[config.mk]
export PLATFORM = sky130hd
export DESIGN_NAME = layer_tile_scheduler
export DESIGN_NICKNAME = d
export VERILOG_FILES = /design/src/rtl/layer_tile_scheduler.sv
export SDC_FILE = /design/constraint.sdc
export NUM_CORES = 1
export LEC_CHECK = 0
export ABC_AREA = 1
export CORE_MARGIN = 3
export CORE_UTILIZATION = 45
export CTS_CLUSTER_SIZE = 8
export DETAILED_ROUTE_END_ITERATION = 8
export PLACE_DENSITY = 0.68
export SYNTH_ARGS = -nofsm -noshare
export SYNTH_HDL_FRONTEND = slang
export SYNTH_SLANG_ARGS = --single-unit
export TNS_END_PERCENT = 30
[constraint.sdc]
create_clock -name clk -period 3.9 [get_ports clk]
set_input_delay 0.585 -clock clk [delete_from_list [all_inputs] [get_ports clk]]
set_output_delay 0.585 -clock clk [all_outputs]
set_load 0.005 [all_outputs]
[src/rtl/layer_tile_scheduler.sv]
// layer_tile_scheduler
// Sequences one convolution layer on the systolic core as a loop of output
// tiles: filter group (outer), output row tile, output column tile (inner).
// One weight-load handshake is issued per filter group and one compute
// handshake per tile; a single done pulse marks the end of the layer.
//
// Ports
//   clk, rst_n        clock (rising edge), asynchronous active-low reset
//   start             1-cycle pulse, begin layer (only honoured in idle)
//   ifm_size          square fmap edge (OFM edge is the same)
//   num_filter        filters in the layer
//   busy              high in every state except idle
//   done              1-cycle pulse, layer complete
//   wgt_load_start    1-cycle pulse, load weights for fgroup_idx
//   wgt_load_done     weight FIFO filled (only honoured while waiting for it)
//   tile_start        1-cycle pulse, compute the current tile
//   tile_done         tile written back (only honoured while waiting for it)
//   fgroup_idx        current filter group
//   row_idx, col_idx  current tile coordinates
//   filters_valid     filters used in the current group (1..S)
//   rows_valid        OFM rows in the current tile (1..S)
//   cols_valid        OFM cols in the current tile (1..S)
module layer_tile_scheduler #(
    parameter int unsigned SYSTOLIC_SIZE = 16,
    parameter int unsigned IFM_SIZE_W    = 9,
    parameter int unsigned NUM_FILTER_W  = 11,
    localparam int unsigned LOG2S = $clog2(SYSTOLIC_SIZE),
    localparam int unsigned FG_W  = NUM_FILTER_W - LOG2S,
    localparam int unsigned IDX_W = IFM_SIZE_W - LOG2S + 1,
    localparam int unsigned VAL_W = LOG2S + 1
) (
    input  logic                    clk,
    input  logic                    rst_n,
    input  logic                    start,
    input  logic [IFM_SIZE_W-1:0]   ifm_size,
    input  logic [NUM_FILTER_W-1:0] num_filter,
    output logic                    busy,
    output logic                    done,
    output logic                    wgt_load_start,
    input  logic                    wgt_load_done,
    output logic                    tile_start,
    input  logic                    tile_done,
    output logic [FG_W-1:0]         fgroup_idx,
    output logic [IDX_W-1:0]        row_idx,
    output logic [IDX_W-1:0]        col_idx,
    output logic [VAL_W-1:0]        filters_valid,
    output logic [VAL_W-1:0]        rows_valid,
    output logic [VAL_W-1:0]        cols_valid
);

    typedef enum logic [2:0] {
        StIdle,
        StPrep,
        StLoadWgt,
        StWaitWgt,
        StIssue,
        StWaitTile,
        StAdvance,
        StDone
    } state_e;

    state_e                  state_q, state_d;
    logic [IFM_SIZE_W-1:0]   ifm_q, ifm_d;
    logic [NUM_FILTER_W-1:0] nf_q, nf_d;
    logic [IDX_W-1:0]        nt_q, nt_d;
    logic [FG_W:0]           ng_q, ng_d;
    logic [FG_W-1:0]         fg_q, fg_d;
    logic [IDX_W-1:0]        row_q, row_d;
    logic [IDX_W-1:0]        col_q, col_d;
    logic [VAL_W-1:0]        fv_q, fv_d;
    logic [VAL_W-1:0]        rv_q, rv_d;
    logic [VAL_W-1:0]        cv_q, cv_d;

    // min(S, total - base) in 32 bits so the largest configs cannot wrap.
    function automatic logic [VAL_W-1:0] clip_valid(input logic [31:0] total,
                                                    input logic [31:0] base);
        logic [31:0] rem;
        rem = total - base;
        if (rem >= SYSTOLIC_SIZE) begin
            return VAL_W'(SYSTOLIC_SIZE);
        end
        return VAL_W'(rem);
    endfunction

    always_comb begin
        state_d = state_q;
        ifm_d   = ifm_q;
        nf_d    = nf_q;
        nt_d    = nt_q;
        ng_d    = ng_q;
        fg_d    = fg_q;
        row_d   = row_q;
        col_d   = col_q;
        fv_d    = fv_q;
        rv_d    = rv_q;
        cv_d    = cv_q;

        unique case (state_q)
            StIdle: begin
                if (start) begin
                    ifm_d   = ifm_size;
                    nf_d    = num_filter;
                    state_d = StPrep;
                end
            end
            StPrep: begin
                nt_d  = IDX_W'((32'(ifm_q) + SYSTOLIC_SIZE - 1) >> LOG2S);
                ng_d  = (FG_W + 1)'((32'(nf_q) + SYSTOLIC_SIZE - 1) >> LOG2S);
                fg_d  = '0;
                row_d = '0;
                col_d = '0;
                fv_d  = clip_valid(32'(nf_q), 32'd0);
                rv_d  = clip_valid(32'(ifm_q), 32'd0);
                cv_d  = clip_valid(32'(ifm_q), 32'd0);
                if (ifm_q == '0 || nf_q == '0) begin
                    state_d = StDone;
                end else begin
                    state_d = StLoadWgt;
                end
            end
            StLoadWgt: state_d = StWaitWgt;
            StWaitWgt: begin
                if (wgt_load_done) begin
                    state_d = StIssue;
                end
            end
            StIssue: state_d = StWaitTile;
            StWaitTile: begin
                if (tile_done) begin
                    state_d = StAdvance;
                end
            end
            StAdvance: begin
                if (col_q != nt_q - IDX_W'(1)) begin
                    col_d   = col_q + IDX_W'(1);
                    state_d = StIssue;
                end else if (row_q != nt_q - IDX_W'(1)) begin
                    col_d   = '0;
                    row_d   = row_q + IDX_W'(1);
                    state_d = StIssue;
                end else if ({1'b0, fg_q} != ng_q - (FG_W + 1)'(1)) begin
                    col_d   = '0;
                    row_d   = '0;
                    fg_d    = fg_q + FG_W'(1);
                    state_d = StLoadWgt;
                end else begin
                    // Last tile: indices stay on it until the next layer's prep.
                    state_d = StDone;
                end
                fv_d = clip_valid(32'(nf_q), 32'(fg_d) << LOG2S);
                rv_d = clip_valid(32'(ifm_q), 32'(row_d) << LOG2S);
                cv_d = clip_valid(32'(ifm_q), 32'(col_d) << LOG2S);
            end
            StDone: state_d = StIdle;
            default: state_d = StIdle;
        endcase
    end

    always_ff @(posedge clk or negedge rst_n) begin
        if (!rst_n) begin
            state_q <= StIdle;
            ifm_q   <= '0;
            nf_q    <= '0;
            nt_q    <= '0;
            ng_q    <= '0;
            fg_q    <= '0;
            row_q   <= '0;
            col_q   <= '0;
            fv_q    <= '0;
            rv_q    <= '0;
            cv_q    <= '0;
        end else begin
            state_q <= state_d;
            ifm_q   <= ifm_d;
            nf_q    <= nf_d;
            nt_q    <= nt_d;
            ng_q    <= ng_d;
            fg_q    <= fg_d;
            row_q   <= row_d;
            col_q   <= col_d;
            fv_q    <= fv_d;
            rv_q    <= rv_d;
            cv_q    <= cv_d;
        end
    end

    // Strobes are pure decodes of the state register.
    assign busy           = (state_q != StIdle);
    assign done           = (state_q == StDone);
    assign wgt_load_start = (state_q == StLoadWgt);
    assign tile_start     = (state_q == StIssue);
    assign fgroup_idx     = fg_q;
    assign row_idx        = row_q;
    assign col_idx        = col_q;
    assign filters_valid  = fv_q;
    assign rows_valid     = rv_q;
    assign cols_valid     = cv_q;

endmodule

==> results.toml, run 1 <==
[clock_network]
clock_sinks = 71
clk_pin_slew_ns = 0.08
cts_tree = "done"
postCtsHoldBufs = 0
cts_buffers = 9
cts-htree-levels = 3
clock_latency_ns = 0.35
cts_root_buf = "clkbuf_8"
clockBufferDepth = 2

[detailed_routing]
wire_per_inst_microns = 14.8
drc_errors = 0
vias_per_cell = 5.28
antenna_left = 0
firstDrtPassIters = 5
wl_microns = 13400
via_count = 4806
drt_iter0_markers = 245

[yosys]
avgSynthCellArea_sq_um = 7.07
synth_top_area_share = 0.367
yosysUniqueCellTypes = 41
syn_nets = 735
seq_area_frac_synth = 0.367
yosys-top-cells-area = "dfrtp_1 (37%), nand2_1 (15%), inv_1 (6.6%), nor2_1 (6.0%), ha_1 (5.7%)"
synth_most_common_cell = "nand2_1"
yosysWarnings = 0
synth_seq_cells = 71
async_reset_ff_frac = 1.00
synth_area_leader_cell = "dfrtp_1"
ys.flop_type = "dfrtp_1"
syn-cell-area_sq_um = 4840
synth_cells = 685
synth_edf_count = 0
synth_common_cells = "nand2_1 (190), inv_1 (85), nor2_1 (77), dfrtp_1 (71), nand3_1 (51)"

[global_routing]
grt_antenna_before_repair = 0
grt.overflow.total = 0
track_usage = 0.234
grt_max_degree = 52
grt_pass1_vias = 4571
grt_pass1_wl_microns = 21900

[worst_setup_path]
critPathArrivalTime_ns = 3.94
crit_type = "reg2reg"
end_kind = "flop"
startpoint_type = "flop"
cp_data_required_time_ns = 4.19
crit_fanout = 6

[power]
leakage_nw = 2.87
ir_worst_vdd_v = 0.000353
power_density_nw_per_um2 = 712

[placement]
dp.final_hpwl_microns = 9880
portBuffers = 62
place_inst = 881
gp_congestion = 0.893

[floorplan]
dieArea_sq_um = 12000
fp.dieH_microns = 110
fp.dieW_microns = 110
row_count = 37
coreArea_sq_um = 10400
ios = 63
initial_core_util = 0.465

[cells_and_area]
stdcell_count = 910
fin_nets = 819
drive_above_1_share = 0.111
regArea_sq_um = 1780
syn_to_final_growth_pct = 24.5
multi_input_area_sq_um = 2720
utilization = 0.579
fillers = 982
diodes = 0

[hold_path]
hp-class = "in2async"

[sta]
max_freq_mhz = 274
skew_ns = 0.00728
fin_crit_sh = 0.935
worstMarginPinSlew_ns = 0.818
maxSlewHeadroom = 0.454
setup_viol = 0
period_needed_ns = 3.65
drv_slew = 0
hold_viol = 0
whs_ns = 0.179

[outcome]
outcome = "finished clean"

[run]
cap_violations = 0
[path summary, 6_finish.rpt]
kind / from / to / slack [ns] / cells past startpoint
worst max-delay path: nt_q[0] / filters_valid[1] / 0.25 / 25
worst min-delay path: rst_n / nt_q[3] / 0.18 / 1
worst max register to register: nt_q[0] / filters_valid[1] / 0.25 / 25
worst min register to register: filters_valid[0] / filters_valid[0] / 0.49 / 2
max in group asynchronous: rst_n / fgroup_idx[0] / 2.65 / 2
min in group clk: filters_valid[0] / filters_valid[0] / 0.49 / 2
[stage by stage]
step                total power [mW]  TNS (ns)  area (sq um)  setup slack, ns
floorplan                       2.76         0          4840            0.383
global placement                3.43         0          5650            0.164
detailed placement              3.49         0          5650            0.101
CTS                             4.18         0          5870           0.0527
global route                    4.69    -0.127          6030          -0.0346
finish                          4.29         0          6030            0.253
[state kept, by name, summed over array words and instances (netlist names)]
signal,count
fgroup_idx,7
col_idx,6
row_idx,6
rows_valid,5
nf_q,11
ifm_q,9
cols_valid,5
nt_q,6
filters_valid,5
ng_q,8
state_q,3
[layer usage]
layer	part of all wire	up-vias	track usage
met4	0.019	0	0.0846
met2	0.47	152	0.382
met5	0	-	0
met3	0.051	18	0.0335
met1	0.46	2248	0.317
li1	-	2388	-
[worst max-delay path: stages, from the launching register on]
cell and delay, ns:
dfrtp_1 0.41, inv_2 0.14, ha_4 0.17, inv_1 0.05, nand2_1 0.05, nand2_1 0.07
nand2_1 0.06, nand2_1 0.04, nor2_1 0.11, nand3_2 0.12, nor3_4 0.18, buf_4 0.16
nand4_1 0.09, nand2_1 0.13, inv_1 0.05, ha_1 0.20, fa_1 0.48, nand2_1 0.06
a21oi_1 0.12, nand3_1 0.09, nor2_1 0.10, nand2_1 0.09, o31ai_4 0.27, buf_4 0.16
nand4_1 0.08, nand2_1 0.08
[area by class of cell]
| cell class | count | area share |
|---|---|---|
| well taps | 136 | 0.0282 |
| repair buffers | 87 | 0.133 |
| inverters | 91 | 0.0567 |
| multi-input cells | 509 | 0.450 |
| clock buffers | 11 | 0.0234 |
| flip-flops and latches | 71 | 0.295 |
| clock inverters | 5 | 0.0135 |
[cell families (layout without fill, tap and decap cells)]
group                    count (synthesis)  after routing  share of synthesized area
multiplexers                             6              6                     0.0139
buffers and inverters                  105            194                     0.0855
flip-flops                              71             71                      0.367
XOR/XNOR                                10             10                     0.0196
AND/OR/NAND/NOR                        364            364                      0.324
adder cells (fa/ha/maj)                 25             25                     0.0692
AO/OA/AOI/OAI                          104            104                      0.121
[power breakdown]
part           internal, mW  switching [mW]  total, mW
Sequential             1.02           0.239       1.26
Combinational         0.931            1.44       2.37
Clock                 0.378           0.290      0.668
[cells in the final DEF, fill, tap and decap left out, types with 8 or more instances in the layout]
cell type,synthesis,routed
nand2_1,190,189
inv_1,85,84
nor2_1,77,76
dfrtp_1,71,71
clkdlybuf4s50_1,0,61
nand3_1,51,50
a21oi_1,38,37
o21ai_0,27,26
buf_4,1,25
ha_1,22,21
nand4_1,11,11
o21ai_1,10,11
o22ai_1,11,11
clkbuf_8,0,10
xor2_1,9,9
nor3_1,9,9
nand2_2,7,8
[timing repair]
| action | in CTS | in global routing |
|---|---|---|
| buffers inserted | 0 | 13 |
| gates resized for setup | 0 | 13 |
| setup endpoints to repair | 0 | 15 |
Note: power is estimated with default switching activity, not from simulation.
==> inputs of run 2 (changes only) <==
--- a/config.mk
+++ b/config.mk
@@ -6,10 +6,13 @@
 export NUM_CORES = 1
 export LEC_CHECK = 0
 export ABC_AREA = 1
+export CAP_MARGIN = 20
 export CORE_MARGIN = 3
 export CORE_UTILIZATION = 45
+export CTS_BUF_LIST = sky130_fd_sc_hd__clkbuf_4 sky130_fd_sc_hd__clkbuf_8
 export CTS_CLUSTER_SIZE = 8
 export DETAILED_ROUTE_END_ITERATION = 8
+export HOLD_SLACK_MARGIN = 0.08
 export PLACE_DENSITY = 0.68
 export SYNTH_ARGS = -nofsm -noshare
 export SYNTH_HDL_FRONTEND = slang
==> results.toml, run 2 (synthesized netlist as in run 1, its figures left out) <==
[outcome]
outcome = "finished clean"

[power]
p_sw_frac = 0.458
pwr-share-clk = 0.158
p_switching_mw = 1.97
p_int_mw = 2.33
power_density_nw_per_um2 = 713
p_comb_frac = 0.550
ir_worst_vdd_v = 0.000353
leakage_nw = 2.88
power_frac_seq = 0.292

[placement]
dpl_cell_area_sq_um = 5650
portBuffers = 62
dp.final_hpwl_microns = 9880
dp_slack_ns = 0.101
gp_congestion = 0.893

[sta]
finalSetupTns_ns = 0
setup_viol = 0
period_needed_ns = 3.65
maxSlewHeadroom = 0.453
worstMarginPinSlew_ns = 0.820
fin_crit_sh = 0.937
skew_ns = 0.00965
worst_slack_ns = 0.245
drv_slew = 0
hold_viol = 0
max_freq_mhz = 274

[worst_setup_path]
r2r-start = "nt_q[0]"
cp_slowest_stage_delay_ns = 0.48
cp_data_required_time_ns = 4.19
r2r_end = "filters_valid[1]"
crit_type = "reg2reg"
critical_path_depth = 25
crit_family = "simple AND/OR/NAND/NOR gates"
crit_fanout = 6
end_kind = "flop"
ff2ff_path_depth = 25
slowest_stage = "fa_1"
critPathArrivalTime_ns = 3.95
rrSetupSlack_ns = 0.25
startpoint_type = "flop"
crit_buf_inv = 5
cp_common_cell = "nand2_1"

[global_routing]
grt_antenna_before_repair = 0
grt_pass1_vias = 4590
grt_max_degree = 52
use_met1 = 0.317
grt_pass1_wl_microns = 22000
grt.overflow.total = 0
met3_usage = 0.0341
track_usage = 0.235
globalRoute.busiestLayer = "met2"
use_met2 = 0.385

[clock_network]
postCtsHoldBufs = 0
cts-htree-levels = 3
cts_buffers = 9
cts_root_buf = "clkbuf_8"
clock_sinks = 71
clock_latency_ns = 0.36
cts_tree = "done"
clk_pin_slew_ns = 0.08
clockBufferDepth = 2

[cells_and_area]
largest_register_ffs = 11
fin_nets = 819
regMostFlops = "nf_q"
regArea_sq_um = 1780
diodes = 0
design_area_sq_um = 6030
drive_above_1_share = 0.112
multi_input_area_sq_um = 2720
reg.largest.list = "nf_q: 11 flops, ifm_q: 9 flops, ng_q: 8 flops"
fillers = 978
layout_commonest_cell = "nand2_1"
syn_to_final_growth_pct = 24.6
layout_common_cells = "nand2_1 (189), inv_1 (84), nor2_1 (76)"
utilization = 0.579

[floorplan]
coreArea_sq_um = 10400
fp.dieH_microns = 110
dieArea_sq_um = 12000
row_count = 37
fp.dieW_microns = 110
ios = 63
initial_core_util = 0.465

[detailed_routing]
wire_per_inst_microns = 14.8
vias_per_cell = 5.28
via_count = 4807
drt_iter0_markers = 263
antenna_left = 0
firstDrtPassIters = 5
wl_microns = 13500
drc_errors = 0

[run]
cap_violations = 0

[hold_path]
hp-class = "in2async"
## run 2: cell counts in the layout (fill, tap and decap cells not counted)
No cell type changed its count.
## run 2: cell type report
class                      count  area share
sequential                    71       0.294
tap                          136      0.0282
clock buffer                  11      0.0241
timing repair buffer          87       0.133
inverter                      91      0.0566
multi-input combinational    509       0.450
clock inverter                 5      0.0135
## run 2: timing repair
item | in CTS | in global routing
setup endpoints to repair | 0 | 15
setup buffers | 0 | 13
gates resized for setup | 0 | 13
## run 2: layer usage
layer	routed length, microns	share of wire
met1	6170	0.46
met2	6360	0.47
met3	709	0.053
met4	257	0.019
met5	0	0
## run 2: worst max path at each step
stage	from	end	slack, ns
6_report	nt_q[0]	filters_valid[1]	0.25
5_1_grt	nt_q[0]	filters_valid[2]	-0.03
4_1_cts	nt_q[0]	cols_valid[4]	0.05
3_5_place_dp	nt_q[0]	cols_valid[4]	0.10
3_3_place_gp	nt_q[0]	cols_valid[4]	0.16
2_1_floorplan	nt_q[0]	filters_valid[4]	0.38
## run 2: power by group through the flow
stage / Sequential, mW / Combinational (mW) / Clock [mW]
floorplan: 1.21 / 1.56 / 0
finish: 1.26 / 2.37 / 0.681
global route: 1.30 / 2.68 / 0.722
global placement: 1.26 / 2.17 / 0
CTS: 1.25 / 2.25 / 0.693
detailed placement: 1.26 / 2.23 / 0
## run 2: stage by stage
step,power (mW),hold WS (ns),cells
6_report,4.30,0.176,910
5_1_grt,4.70,0.214,910
4_1_cts,4.20,0.189,897
3_5_place_dp,3.49,0.473,881
3_3_place_gp,3.43,0.476,881
2_1_floorplan,2.76,0.289,685
==> inputs of run 3 (changes only) <==
--- a/config.mk
+++ b/config.mk
@@ -8,12 +8,12 @@
 export ABC_AREA = 1
 export CAP_MARGIN = 20
 export CORE_MARGIN = 3
-export CORE_UTILIZATION = 45
+export CORE_UTILIZATION = 40
 export CTS_BUF_LIST = sky130_fd_sc_hd__clkbuf_4 sky130_fd_sc_hd__clkbuf_8
 export CTS_CLUSTER_SIZE = 8
 export DETAILED_ROUTE_END_ITERATION = 8
 export HOLD_SLACK_MARGIN = 0.08
-export PLACE_DENSITY = 0.68
+export PLACE_DENSITY = 0.62
 export SYNTH_ARGS = -nofsm -noshare
 export SYNTH_HDL_FRONTEND = slang
 export SYNTH_SLANG_ARGS = --single-unit
==> results.toml, run 3 (synthesized netlist as in run 1, its figures left out) <==
[sta]
fin_crit_sh = 0.922
hold_viol = 0
setup_viol = 0
max_freq_mhz = 278
worst_slack_ns = 0.305
whs_ns = 0.230
skew_ns = 0.0147
maxSlewHeadroom = 0.465
drv_slew = 0
worstMarginPinSlew_ns = 0.802
period_needed_ns = 3.59

[global_routing]
grt_antenna_before_repair = 0
grt_max_degree = 47
grt_pass1_vias = 4582
grt_pass1_wl_microns = 22000
track_usage = 0.209
grt.overflow.total = 0

[floorplan]
coreArea_sq_um = 11600
initial_core_util = 0.417
fp.dieH_microns = 116
row_count = 39
dieArea_sq_um = 13500
fp.dieW_microns = 116
ios = 63

[worst_setup_path]
crit_type = "reg2reg"
crit_family = "simple AND/OR/NAND/NOR gates"
crit_fanout = 9
crit_buf_inv = 4
cp_common_cell = "nand2_1"
cp_data_required_time_ns = 4.17
slowest_stage = "fa_1"
cp_slowest_stage_delay_ns = 0.49
end_kind = "flop"
crit_chain = "inv_2, buf_4, nand2_1, nor2_2, nand2_1, nand2_1, nand2_1, nand2_1, nor3_4, buf_4, buf_4, nand2_1, o21ai_1, ha_1, fa_1, nand2_1, nor4_1, o21ai_0, a21oi_1, nand3_1, a21oi_1"
startpoint_type = "flop"
critPathArrivalTime_ns = 3.87

[placement]
gp_congestion = 0.867
dp.final_hpwl_microns = 10200
place_inst = 888
dp_slack_ns = 0.147
portBuffers = 62

[cells_and_area]
syn_to_final_growth_pct = 23.1
stdcell_count = 912
largest_register_ffs = 11
layout_commonest_cell = "nand2_1"
reg.largest.list = "nf_q: 11 flops, ifm_q: 9 flops, ng_q: 8 flops"
diodes = 0
layout_common_cells = "nand2_1 (188), inv_1 (84), nor2_1 (75)"
fin_nets = 814
regMostFlops = "nf_q"
drive_above_1_share = 0.108

[power]
p_comb_frac = 0.560
p_sw_frac = 0.468
ir_worst_vdd_v = 0.000305
p_int_mw = 2.21
p_switching_mw = 1.94
power_frac_seq = 0.303
pwr-share-clk = 0.137
leakage_nw = 2.84
power_density_nw_per_um2 = 697

[clock_network]
clk_pin_slew_ns = 0.08
cts_buffers = 9
clock_sinks = 71
cts_root_buf = "clkbuf_8"
clock_latency_ns = 0.36
cts_tree = "done"
clockBufferDepth = 2
cts-htree-levels = 3
postCtsHoldBufs = 0

[detailed_routing]
firstDrtPassIters = 5
drc_errors = 0
wire_per_inst_microns = 14.8
drt_iter0_markers = 274
via_count = 4704
antenna_left = 0
vias_per_cell = 5.16
wl_microns = 13500

[outcome]
outcome = "finished clean"

[run]
cap_violations = 0

[hold_path]
hp-class = "in2async"
-- run 3: cell count changes in the layout (fill, tap and decap cells not counted), sizes merged --
cell	delta
buf	-5
bufinv	-2
clkbuf	+2
-- run 3: worst reg2reg max path, cell delays in order (launching register included) --
cell,delay (ns)
dfrtp_1,0.42
inv_2,0.11
buf_4,0.13
nand2_1,0.07
nor2_2,0.11
nand2_1,0.08
nand2_1,0.11
nand2_1,0.11
nand2_1,0.13
nor3_4,0.04
buf_4,0.14
buf_4,0.16
nand2_1,0.08
o21ai_1,0.09
ha_1,0.23
fa_1,0.49
nand2_1,0.05
nor4_1,0.25
o21ai_0,0.12
a21oi_1,0.33
nand3_1,0.12
a21oi_1,0.15
-- run 3: routing by layer --
layer,part of all wire,global-route usage,vias up
li1,-,-,2398
met1,0.48,0.295,2158
met2,0.45,0.325,128
met3,0.061,0.0376,20
met4,0.017,0.0719,0
met5,0,0,-
-- run 3: power by group through the flow --
stage          Sequential, mW  Clock, mW  Combinational (mW)
2_1_floorplan            1.21          0                1.56
3_3_place_gp             1.26          0                2.17
3_5_place_dp             1.26          0                2.23
4_1_cts                  1.25      0.581                2.24
5_1_grt                  1.30      0.610                2.67
6_report                 1.26      0.568                2.33
-- run 3: layout make-up --
cell class,instances,area [sq um]
multi-input cells,509,2710
inverters,91,342
clock buffers,13,166
well taps,143,179
repair buffers,82,769
fillers,1131,5650
flip-flops and latches,71,1780
clock inverters,3,17.5
-- run 3: path summary, 6_finish.rpt --
check | start | end | slack (ns) | depth (start not counted)
hold reg to reg | filters_valid[2] | filters_valid[2] | 0.49 | 2
hold / removal | rst_n | row_idx[1] | 0.23 | 1
min in group clk | filters_valid[2] | filters_valid[2] | 0.49 | 2
setup / recovery | nt_q[0] | rows_valid[2] | 0.31 | 21
setup reg to reg | nt_q[0] | rows_valid[2] | 0.31 | 21
max in group asynchronous | rst_n | state_q[2] | 2.61 | 2
-- run 3: repair_timing --
action                                  CTS  global route
buffers inserted                          0             8
gates resized for setup                   0            14
endpoints found under the setup margin    0            15
hold endpoints to repair                  0             0
-- run 3: per-stage QoR --
stage / power (mW) / cell area [sq um] / utilization / TNS, ns
finish: 4.15 / 5960 / 0.513 / 0
global route: 4.57 / 5960 / 0.513 / -0.00558
CTS: 4.08 / 5840 / 0.503 / 0
detailed placement: 3.50 / 5660 / 0.487 / 0
global placement: 3.43 / 5660 / 0.487 / 0
floorplan: 2.76 / 4840 / - / 0
